File: src/rtl/uart_program_loader.sv
// Boot-time program loader: pulls a big-endian length word plus that many words from the
// UART receive FIFO, writes them to instruction memory from address 0, then answers ACK or NAK.
module uart_program_loader #(
    parameter int         ADDR_WIDTH = 14,
    parameter logic [7:0] ACK_BYTE   = 8'hAA,
    parameter logic [7:0] NAK_BYTE   = 8'h55
) (
    input  logic                  clk_i,
    input  logic                  reset_i,
    input  logic                  start_i,
    input  logic [7:0]            rx_data_i,
    input  logic                  rx_ready_i,
    output logic                  rx_pop_o,
    output logic [7:0]            tx_data_o,
    output logic                  tx_valid_o,
    input  logic                  tx_ready_i,
    output logic                  mem_we_o,
    output logic [ADDR_WIDTH-1:0] mem_addr_o,
    output logic [31:0]           mem_wdata_o,
    output logic                  busy_o,
    output logic                  done_o,
    output logic                  error_o,
    output logic [31:0]           word_count_o
);

    typedef enum logic [2:0] {
        S_IDLE, S_LEN, S_DATA, S_WRITE, S_TX, S_DONE, S_ERR
    } state_t;

    localparam logic [32:0] CAPACITY = 33'd1 << ADDR_WIDTH;

    state_t                state_q, state_d;
    logic [1:0]            bcnt_q, bcnt_d;
    logic [ADDR_WIDTH:0]   idx_q, idx_d;
    logic [23:0]           shreg_q, shreg_d;
    logic [31:0]           wc_q, wc_d;
    logic [7:0]            tx_data_q, tx_data_d;
    logic                  ok_q, ok_d;
    logic [ADDR_WIDTH-1:0] mem_addr_q, mem_addr_d;
    logic [31:0]           mem_wdata_q, mem_wdata_d;
    logic                  mem_we_q, tx_valid_q, busy_q, done_q, error_q;

    logic [31:0]           word;
    logic [ADDR_WIDTH:0]   idx_inc;

    assign word    = {shreg_q, rx_data_i};
    assign idx_inc = idx_q + 1'b1;

    always_comb begin
        state_d     = state_q;
        bcnt_d      = bcnt_q;
        idx_d       = idx_q;
        shreg_d     = shreg_q;
        wc_d        = wc_q;
        tx_data_d   = tx_data_q;
        ok_d        = ok_q;
        mem_addr_d  = mem_addr_q;
        mem_wdata_d = mem_wdata_q;
        rx_pop_o    = 1'b0;

        case (state_q)
            S_IDLE, S_DONE, S_ERR: begin
                if (start_i) begin
                    state_d = S_LEN;
                    bcnt_d  = '0;
                    idx_d   = '0;
                end
            end
            S_LEN: begin
                rx_pop_o = rx_ready_i;
                if (rx_ready_i) begin
                    shreg_d = word[23:0];
                    bcnt_d  = bcnt_q + 2'd1;
                    if (bcnt_q == 2'd3) begin
                        wc_d = word;
                        if (word == 32'd0) begin
                            tx_data_d = ACK_BYTE;
                            ok_d      = 1'b1;
                            state_d   = S_TX;
                        end else if ({1'b0, word} > CAPACITY) begin
                            tx_data_d = NAK_BYTE;
                            ok_d      = 1'b0;
                            state_d   = S_TX;
                        end else begin
                            state_d = S_DATA;
                        end
                    end
                end
            end
            S_DATA: begin
                rx_pop_o = rx_ready_i;
                if (rx_ready_i) begin
                    shreg_d = word[23:0];
                    bcnt_d  = bcnt_q + 2'd1;
                    if (bcnt_q == 2'd3) begin
                        mem_addr_d  = idx_q[ADDR_WIDTH-1:0];
                        mem_wdata_d = word;
                        state_d     = S_WRITE;
                    end
                end
            end
            S_WRITE: begin
                idx_d = idx_inc;
                if (32'(idx_inc) == wc_q) begin
                    tx_data_d = ACK_BYTE;
                    ok_d      = 1'b1;
                    state_d   = S_TX;
                end else begin
                    state_d = S_DATA;
                end
            end
            S_TX: begin
                if (tx_ready_i) state_d = ok_q ? S_DONE : S_ERR;
            end
            default: state_d = S_IDLE;
        endcase
    end

    // Status strobes are registered from the next state so they line up with state_q.
    always_ff @(posedge clk_i or negedge reset_i) begin
        if (!reset_i) begin
            state_q     <= S_IDLE;
            bcnt_q      <= '0;
            idx_q       <= '0;
            shreg_q     <= '0;
            wc_q        <= '0;
            tx_data_q   <= '0;
            ok_q        <= 1'b0;
            mem_addr_q  <= '0;
            mem_wdata_q <= '0;
            mem_we_q    <= 1'b0;
            tx_valid_q  <= 1'b0;
            busy_q      <= 1'b0;
            done_q      <= 1'b0;
            error_q     <= 1'b0;
        end else begin
            state_q     <= state_d;
            bcnt_q      <= bcnt_d;
            idx_q       <= idx_d;
            shreg_q     <= shreg_d;
            wc_q        <= wc_d;
            tx_data_q   <= tx_data_d;
            ok_q        <= ok_d;
            mem_addr_q  <= mem_addr_d;
            mem_wdata_q <= mem_wdata_d;
            mem_we_q    <= (state_d == S_WRITE);
            tx_valid_q  <= (state_d == S_TX);
            busy_q      <= (state_d == S_LEN) || (state_d == S_DATA) ||
                           (state_d == S_WRITE) || (state_d == S_TX);
            done_q      <= (state_d == S_DONE);
            error_q     <= (state_d == S_ERR);
        end
    end

    assign tx_data_o    = tx_data_q;
    assign tx_valid_o   = tx_valid_q;
    assign mem_we_o     = mem_we_q;
    assign mem_addr_o   = mem_addr_q;
    assign mem_wdata_o  = mem_wdata_q;
    assign busy_o       = busy_q;
    assign done_o       = done_q;
    assign error_o      = error_q;
    assign word_count_o = wc_q;

endmodule

File: config.mk
export PLATFORM = sky130hd
export DESIGN_NAME = uart_program_loader
export DESIGN_NICKNAME = d
export VERILOG_FILES = /design/src/rtl/uart_program_loader.sv
export SDC_FILE = /design/constraint.sdc
export NUM_CORES = 1
export LEC_CHECK = 0
export BUFFER_PORTS_ARGS = -buffer_cell sky130_fd_sc_hd__buf_2
export CAP_MARGIN = 10
export CORE_MARGIN = 2
export CORE_UTILIZATION = 51
export DETAILED_ROUTE_END_ITERATION = 12
export GPL_TIMING_DRIVEN = 0
export PLACE_DENSITY = 0.77
export SYNTH_ARGS = -nofsm -noshare
export SYNTH_HDL_FRONTEND = slang
export SYNTH_SLANG_ARGS = --single-unit
File: constraint.sdc
create_clock -name clk_i -period 2.55 [get_ports clk_i]
set_input_delay 0.3825 -clock clk_i [delete_from_list [all_inputs] [get_ports clk_i]]
set_output_delay 0.3825 -clock clk_i [all_outputs]
set_load 0.03 [all_outputs]
==> results of run 1 <==
==> path summary, 6_finish.rpt <==
check	depth (start not counted)	slack, ns	startpoint	endpoint
max	9	0.09	idx_q[1]	tx_data_o[6]
min	3	0.23	rx_data_i[0]	shreg_q[0]
max reg2reg	9	0.09	idx_q[1]	tx_data_o[6]
min reg2reg	1	0.50	mem_addr_o[6]	mem_addr_o[6]
max in group asynchronous	3	1.33	reset_i	idx_q[1]
min in group asynchronous	2	0.49	reset_i	mem_addr_o[9]
==> what timing repair did <==
action | in CTS | in global routing
hold endpoints to repair | 57 | 0
buffers inserted | 1 | 2
hold buffers | 1 | 0
gates resized for setup | 6 | 15
endpoints found under the setup margin | 34 | 9
pin swaps | 1 | 4
==> worst register-to-register path, cell delays in order, from the launching register on <==
cell	delay, ns
dfrtp_2	0.41
ha_1	0.18
clkbuf_4	0.17
and2_4	0.19
and3_4	0.20
buf_6	0.14
nand4_1	0.13
nand4_1	0.11
or4_4	0.58
a31o_1	0.24
==> metrics by stage <==
stage	setup TNS (ns)	total power, mW	utilization, %	hold WS [ns]	instance area (um^2)
after global placement	-65.32	6.00	58.9	0.484	6780
after CTS	0	8.77	65.0	0.211	7490
after global routing	-0.0244	9.25	65.5	0.228	7540
after detailed placement	-1.90	6.12	59.2	0.383	6810
after floorplan	0	5.14	-	0.0869	6080
final	0	8.81	65.5	0.225	7540
==> registers in the layout (all words and copies together) (netlist names), 2 cells and up <==
| name | count |
|---|---|
| idx_q | 15 |
| word_count_o | 32 |
| bcnt_q | 2 |
| state_q | 3 |
| shreg_q | 24 |
| mem_addr_o | 14 |
| mem_wdata_o | 32 |
| tx_data_o | 2 |
==> power breakdown <==
group | total [mW] | switching [mW] | internal, mW
clock network | 2.61 | 0.898 | 1.71
registers | 3.17 | 0.596 | 2.57
logic | 3.03 | 1.93 | 1.10
==> synthesized netlist by cell type, drive strengths merged, types with 4 or more instances <==
library cell,number
a21oi,13
a31oi,4
and3,5
buf,20
clkbuf,20
dfrtp,130
inv,8
mux2,79
nand2,85
nand2b,6
nand3,14
nand3b,4
nand4,10
nor2,27
nor3,7
nor4,13
o21ai,25
o31ai,6
xnor2,11
==> per-layer routing <==
metal | up-vias | global-route usage [%] | part of all wire (%)
met5 | - | 0 | 0
met4 | 0 | 11.4 | 3.1
met3 | 45 | 6.37 | 6.5
met2 | 208 | 41.0 | 50
met1 | 2420 | 32.4 | 40
li1 | 2185 | - | -
==> layout by cell type, fill, tap and decap left out, drive strengths merged, types with 5 or more instances in the layout <==
cell / n
nand2b: 6
nor4: 13
xnor2: 11
dfrtp: 130
clkbuf: 41
mux2: 79
o21ai: 25
inv: 9
nor3: 7
nand4: 10
and3: 5
buf: 126
nor2: 27
nand2: 85
nand3: 14
a21oi: 13
o31ai: 6
==> layout make-up <==
cell class	instances	area [um^2]	share of cell area, %
plain buffers	39	238	3.15
clock buffers	20	467	6.19
clock inverters	12	179	2.37
inverters	8	32.5	0.431
multi-input cells	368	2600	34.5
flip-flops and latches	130	3260	43.2
well taps	143	179	2.37
repair buffers	109	587	7.78
==> logic make-up after synthesis <==
group           synth area share (%)
mux                             15.0
xor+xnor                        2.26
simple gates                    15.3
buf+inv                         4.22
flops                           53.5
fa+ha+maj                      0.412
compound gates                  9.32
==> summary.txt, run 1 <==
Run status
  • Failing checks: DRC
  • Status: finished, violations left

Detailed routing
  • Drt drc: 4
  • Vias/cell: 5.86
  • DRT Pass-1 Iters: 9
  • Initial drt markers: 364
  • ANT nets after route: 0
  • Wirelength per Cell: 18.6 um
  • Via count: 4858
  • Routed WL: 15.5 mm

Logic synthesis
  • Post-synth top area share: 53.5%
  • Mapped Area: 0.00608 mm^2
  • Ys flop type: dfrtp_1
  • Largest area contributor in the netlist: dfrtp_1
  • Top cells by area, synth: dfrtp_1, mux2_2, nand2_1
  • EDFF count, synth: 0
  • Synth Net Count: 561
  • Asr flop ratio synth: 100%
  • Register bit total from synthesis: 130
  • Synth warn: 0
  • Cell variety after synth: 65
  • Mapped Cells: 546
  • Avg Synthesized Cell Area: 11.1 um^2
  • Register area share after synthesis: 53.5%

Floorplan
  • Die width: 113 um
  • Die area: 0.0128 mm^2
  • # IOs: 105
  • Chip Height: 113 um
  • Effective utilization at floorplan: 52.8%
  • Core Region: 0.0115 mm^2
  • Cell Rows: 39

Global routing
  • Initial antenna violation count: 0
  • Pin count of the biggest net entering global routing: 74
  • First-pass GRT wire length: 25.4 mm
  • Vias in the first global route: 4945
  • Grt total ovfl: 0
  • GRT Util Overall: 25.3%

STA
  • Worst-Margin Slew: 0.603 ns
  • Final Hold Fails: 0
  • Slew Limit Headroom: 59.8%
  • Setup WS post-layout: 0.0924 ns
  • Max Clock Skew: 0.00638 ns
  • Pins over their slew limit: 0
  • Endpoints failing setup: 0
  • RSZ-0062 raised after global routing: yes
  • Peak Freq: 0.407 GHz
  • Min cycle time layout: 2.46 ns
  • Final period util: 96.4%

Run
  • Max capacitance violation total: 0

Setup path
  • WP data arrival: 2.77 ns
  • Setup Crit Path Kind: flop to flop
  • WP data required: 2.86 ns
  • CP max stage cell: or4_4
  • CP Cell Sequence: ha_1 > clkbuf_4 > and2_4 > and3_4 > buf_6 > nand4_1 > nand4_1 > or4_4 > a31o_1
  • CP Buf/Inv Count: 2
  • Worst Setup End Kind: flop
  • Critical path's largest stage delay: 0.58 ns
  • CP startpoint kind: flop
  • Crit-path leading delay family: simple AND/OR/NAND/NOR gates
  • Crit path top cell by count: nand4_1
  • Crit path max fanout: 10

Placement
  • Post-Place Cells: 794
  • Pre-CTS setup slack: -0.156 ns
  • IO Port Bufs: 104
  • DP HPWL: 10.8 mm
  • Placer Congestion: 0.903

Power
  • Leakage power: 3.84 nW
  • VDD IR-drop max: 689 uV
  • Pwr dens: 1170 mW/mm^2

Layout
  • Fillers: 909
  • Synthesis-to-layout area growth: 24.0%
  • Diode count: 0
  • Layout cells sized above 1: 38.8%
  • Nets: 688
  • Non-Filler Instances: 829

CTS
  • Max Buffers Root-to-Sink: 2
  • Clock sinks: 130
  • CTS tree: done
  • H-tree Lvls: 4
  • Cts bufs inserted: 17
  • Worst-Skew Late Latency: 0.42 ns
  • Register clock-pin slew on the reported worst setup and hold paths: 0.06 ns
  • CTS root buf: clkbuf_16

Worst hold path
  • Worst hold path type: primary input to flop
No activity file was read; power rests on OpenSTA's default activity.
==> run 2: changes to the inputs <==
- REMOVE_ABC_BUFFERS: not set -> 1
==> run 2 against run 1 <==
The flow still finishes with violations (DRC). Via count down 4.3%. Largest cell class unchanged. Cell count decreased by 3.7%. Global-route usage fell by 1.4 points. Sequential power about the same. First-iteration DRC count fell by 22%. Critical path depth shrank 2. Critical endpoint unchanged.
==> summary.txt, run 2 (synthesized netlist as in run 1, its figures left out) <==
Run status
  • Status: finished, violations left
  • Failing checks: DRC

Layout
  • Area of the multi-input gates: 0.00262 mm^2
  • Diode count: 0
  • Design area: 0.00735 mm^2
  • Fillers: 895
  • Final core utilization: 63.8%
  • Commonest cells after routing, fill and taps aside: dfrtp_1, buf_2, nand2_1
  • Synthesis-to-layout area growth: 20.9%
  • Reg area: 0.00326 mm^2
  • Nets: 657
  • Non-Filler Instances: 798
  • Most common cell after layout, fill and taps aside: dfrtp_1
  • Layout cells sized above 1: 38.8%

Setup path
  • Crit path max fanout: 6
  • Worst R2R End: tx_data_o[6]
  • Reg2Reg Setup Slack: 0.04 ns
  • Critical path's largest stage delay: 0.60 ns
  • Setup Crit Path Kind: flop to flop
  • CP Cell Sequence: buf_4 > a21bo_1 > a211o_1 > a211oi_2 > o211ai_1 > or4_4 > a31o_1
  • Setup crit start: idx_q[0]
  • R2R Path Start: idx_q[0]
  • CP max stage cell: or4_4
  • WP data required: 2.86 ns
  • CP startpoint kind: flop
  • Worst Setup End Kind: flop
  • WP data arrival: 2.82 ns
  • Worst reg-to-reg path cell count: 7

Placement
  • DP HPWL: 9.80 mm
  • Placer Congestion: 0.814
  • IO Port Bufs: 104
  • Pre-CTS setup slack: -0.267 ns
  • Post-Place Cells: 758
  • Placed cell area: 0.00664 mm^2

Power
  • Leakage power: 3.70 nW
  • Total power: 8.49 mW
  • Net Sw Frac: 39.8%
  • VDD IR-drop max: 590 uV
  • Pwr dens: 1150 mW/mm^2
  • Pint: 5.11 mW
  • Sw power: 3.38 mW
  • Flop pwr share: 37.7%
  • Clock Power Share: 28.3%
  • Share of total power in combinational logic: 34.0%

Global routing
  • Vias in the first global route: 4572
  • GRT busiest layer: met2
  • Grt total ovfl: 0
  • M1 GR Usage: 30.4%
  • Routing usage on met3: 5.95%
  • Pin count of the biggest net entering global routing: 70
  • GRT Util Overall: 23.9%
  • Routing usage on met2: 39.2%
  • Initial antenna violation count: 0
  • First-pass GRT wire length: 23.8 mm

Detailed routing
  • Wirelength per Cell: 18.3 um
  • Via count: 4651
  • Routed WL: 14.6 mm
  • ANT nets after route: 0
  • Vias/cell: 5.83
  • Drt drc: 4
  • DRT Pass-1 Iters: 9
  • Initial drt markers: 285

STA
  • Max Clock Skew: 0.00924 ns
  • Setup WS post-layout: 0.0395 ns
  • Worst-Margin Slew: 1.21 ns
  • Final Hold Fails: 0
  • Peak Freq: 0.398 GHz
  • Hold WS: 0.208 ns
  • Min cycle time layout: 2.51 ns
  • Pins over their slew limit: 0
  • Post-Route Setup TNS: 0 ns
  • Slew Limit Headroom: 19.1%
  • Endpoints failing setup: 0
  • Final period util: 98.5%

Run
  • Max capacitance violation total: 0

CTS
  • H-tree Lvls: 4
  • Cts bufs inserted: 17
  • CTS tree: done
  • Clock sinks: 130
  • Max Buffers Root-to-Sink: 2
  • CTS root buf: clkbuf_16
  • Worst-Skew Late Latency: 0.43 ns
  • Register clock-pin slew on the reported worst setup and hold paths: 0.06 ns

Floorplan
  • Cell Rows: 39
  • Die width: 113 um
  • Chip Height: 113 um
  • Effective utilization at floorplan: 52.8%
  • Die area: 0.0128 mm^2
  • # IOs: 105
  • Core Region: 0.0115 mm^2

Worst hold path
  • Hold path cells: 3
  • Worst hold path type: primary input to flop
  • Worst Hold Path EP: shreg_q[1]
  • Worst hold start: rx_data_i[1]
[run 2: changes by cell type in the layout (fill, tap and decap cells not counted), sizes merged]
| cell | before | now |
|---|---|---|
| clkinv | 4 | 5 |
| clkbuf | 41 | 21 |
| buf | 126 | 116 |
| bufinv | 4 | 2 |
| inv | 9 | 10 |
| clkinvlp | 3 | 2 |
[run 2: worst max-delay path: cells and delay by family (launching register included)]
kind / cells / cell delay, ns
compound gates: 5 / 1.15
simple gates: 1 / 0.60
flops: 1 / 0.47
buf+inv: 1 / 0.18
[run 2: power groups by stage]
stage | clock [mW] | sequential, mW | combinational (mW)
floorplan | 0 | 3.68 | 1.34
global placement | 0 | 3.17 | 2.68
detailed placement | 0 | 3.21 | 2.78
CTS | 2.44 | 3.18 | 2.86
global route | 2.54 | 3.27 | 3.13
finish | 2.41 | 3.20 | 2.88
[run 2: layout make-up]
cell class | count | area share (%)
Sequential cell | 130 | 44.4
Multi-Input combinational cell | 368 | 35.6
Timing Repair Buffer | 117 | 9.00
Clock buffer | 21 | 6.26
Tap cell | 143 | 2.43
Clock inverter | 11 | 1.75
Inverter | 8 | 0.511
[run 2: repair_timing]
action / in CTS / in global routing
buffers inserted: 4 / 3
resized for setup: 11 / 10
hold endpoints to repair: 68 / 0
setup endpoints to repair: 7 / 5
hold buffers: 1 / 0
pin swaps: 1 / 0
[run 2: worst max path at each step]
| stage | end | slack (ns) | depth (start not counted) |
|---|---|---|---|
| floorplan | mem_addr_o[0] | -2.22 | 3 |
| global placement | mem_wdata_o[2] | -4.32 | 3 |
| detailed placement | tx_data_o[6] | -0.27 | 7 |
| CTS | rx_pop_o | 0.009 | 5 |
| global route | tx_data_o[6] | -0.02 | 7 |
| finish | tx_data_o[6] | 0.04 | 7 |
[run 2: routing by layer]
layer	up-vias	wire length (um)
met4	0	357
met3	35	745
met1	2353	6300
li1	2128	-
met2	135	7240
met5	-	0
==> run 3: changes to the inputs <==
- CORE_UTILIZATION: 51 -> 55
- HOLD_SLACK_MARGIN: not set -> 0.1
- PLACE_DENSITY: 0.77 -> 0.78
- clock period: 2.55 -> 2.8 ns (I/O delays scaled with it)
==> run 3 against run 2 <==
The run now ends clean. Register-to-register slack improved by 0.12 ns. Sequential power fell by 8.8%. Combinational power down 11%. Final area down 1.2%. Worst hold slack lost 0.067 ns. Critical path type is now flop to output port. Largest power group unchanged. Highest routed layer unchanged.
==> summary.txt, run 3 (synthesized netlist as in run 1, its figures left out) <==
Power
  • Pwr dens: 1040 mW/mm^2
  • VDD IR-drop max: 522 uV
  • Leakage power: 3.66 nW

Setup path
  • CP Cell Sequence: xnor2_1 > nor2_1 > nand2_4 > inv_6 > buf_2
  • Setup Crit Path Kind: flop to output port
  • CP Buf/Inv Count: 2
  • Worst Setup End Kind: output port
  • CP startpoint kind: flop
  • Crit path max fanout: 25
  • WP data required: 2.38 ns
  • Worst reg-to-reg path cell count: 6
  • Crit. path cell count: 5
  • WP data arrival: 2.24 ns
  • Crit-path leading delay family: simple AND/OR/NAND/NOR gates
  • CP max stage cell: dfrtp_2
  • Critical path's largest stage delay: 0.50 ns

Layout
  • Most common cell after layout, fill and taps aside: dfrtp_1
  • Design area: 0.00726 mm^2
  • Synthesis-to-layout area growth: 19.4%
  • Fillers: 819
  • Final core utilization: 67.3%
  • Nets: 652
  • Diode count: 0
  • Commonest cells after routing, fill and taps aside: dfrtp_1, buf_2, nand2_1
  • Layout cells sized above 1: 37.2%

Global routing
  • Grt total ovfl: 0
  • First-pass GRT wire length: 23.6 mm
  • Initial antenna violation count: 0
  • GRT Util Overall: 26.0%
  • Vias in the first global route: 4619
  • Pin count of the biggest net entering global routing: 104

STA
  • Hold WS: 0.142 ns
  • Slew Limit Headroom: 19.6%
  • Max Clock Skew: 0.00693 ns
  • Final period util: 95.0%
  • Endpoints failing setup: 0
  • Peak Freq: 0.376 GHz
  • Min cycle time layout: 2.66 ns
  • Setup WS post-layout: 0.139 ns
  • Worst-Margin Slew: 1.21 ns
  • Pins over their slew limit: 0
  • Final Hold Fails: 0

Detailed routing
  • Vias/cell: 5.91
  • DRT Pass-1 Iters: 4
  • Via count: 4672
  • Routed WL: 14.2 mm
  • Wirelength per Cell: 18.0 um
  • Initial drt markers: 226
  • ANT nets after route: 0
  • Drt drc: 0

Floorplan
  • Effective utilization at floorplan: 56.3%
  • Die width: 109 um
  • Die area: 0.0119 mm^2
  • Chip Height: 109 um
  • Core Region: 0.0108 mm^2
  • # IOs: 105
  • Cell Rows: 38

Worst hold path
  • Hold path cells: 3
  • Worst hold path type: primary input to flop

Placement
  • Pre-CTS setup slack: 0.0211 ns
  • Placer Congestion: 0.881
  • DP HPWL: 9.51 mm
  • IO Port Bufs: 104
  • Placed cell area: 0.00663 mm^2

CTS
  • Register clock-pin slew on the reported worst setup and hold paths: 0.06 ns
  • Clock sinks: 130
  • Cts bufs inserted: 17
  • CTS root buf: clkbuf_8
  • Worst-Skew Late Latency: 0.53 ns
  • H-tree Lvls: 4
  • CTS tree: done
  • Max Buffers Root-to-Sink: 2

Run status
  • Status: complete, no violations

Run
  • Max capacitance violation total: 0
[run 3: cell count changes in the layout (fill, tap and decap cells not counted), moves of 2 or more]
cell        previous run  this run
dfrtp_2                8         3
clkinvlp_4             2         4
clkbuf_1               2         0
inv_6                  2         4
buf_4                  7         2
dfrtp_1              122       127
[run 3: metal layers]
| metal | vias to the layer above | wire [um] | GRT usage, % |
|---|---|---|---|
| met1 | 2343 | 6020 | 34.2 |
| met2 | 169 | 7010 | 41.7 |
| met3 | 25 | 979 | 7.05 |
| met4 | 0 | 238 | 8.97 |
| met5 | - | 0 | 0 |
| li1 | 2135 | - | - |
[run 3: through the flow]
step / TNS [ns] / cells / power [mW]
finish: 0 / 790 / 7.58
global placement: -229.86 / 750 / 5.32
floorplan: -92.24 / 506 / 4.57
detailed placement: 0 / 755 / 5.43
global route: -0.00201 / 790 / 7.99
CTS: 0 / 788 / 7.57
[run 3: timing repair]
item                       4_1_cts  5_1_grt
cloned                           0        0
buffers inserted                 0        2
pin swaps                        0        1
hold endpoints to repair        27        0
resized for setup                4        6
setup endpoints to repair        1        6
hold buffers                     1        0
[run 3: worst reg2reg max path: stages, from the launching register on]
cell	delay (ns)
dfrtp_1	0.60
nand4_1	0.35
nor4_2	0.48
xnor2_1	0.17
o2111ai_1	0.14
or4_4	0.55
a31o_1	0.23
[run 3: cell type report]
class / count / area [um^2] / share of cell area, %
clock buffers: 19 / 442 / 6.08
clock inverters: 13 / 126 / 1.74
inverters: 8 / 35.0 / 0.483
multi-input cells: 368 / 2600 / 35.8
flip-flops and latches: 130 / 3260 / 44.9
well taps: 140 / 175 / 2.41
repair buffers: 112 / 624 / 8.60
[run 3: final timing paths]
kind,from,end,slack (ns)
min in group asynchronous,reset_i,idx_q[4],0.32
setup reg to reg,idx_q[3],tx_data_o[6],0.16
max in group asynchronous,reset_i,bcnt_q[1],1.70
hold reg to reg,mem_addr_o[3],mem_addr_o[3],0.50
setup / recovery,state_q[1],rx_pop_o,0.14
hold / removal,rx_data_i[7],shreg_q[7],0.14
[run 3: power by group]
group / internal (mW) / leakage [nW] / switching, mW
combinational: 0.924 / 1.66 / 1.64
sequential: 2.34 / 1.74 / 0.573
clock: 1.23 / 0.267 / 0.863
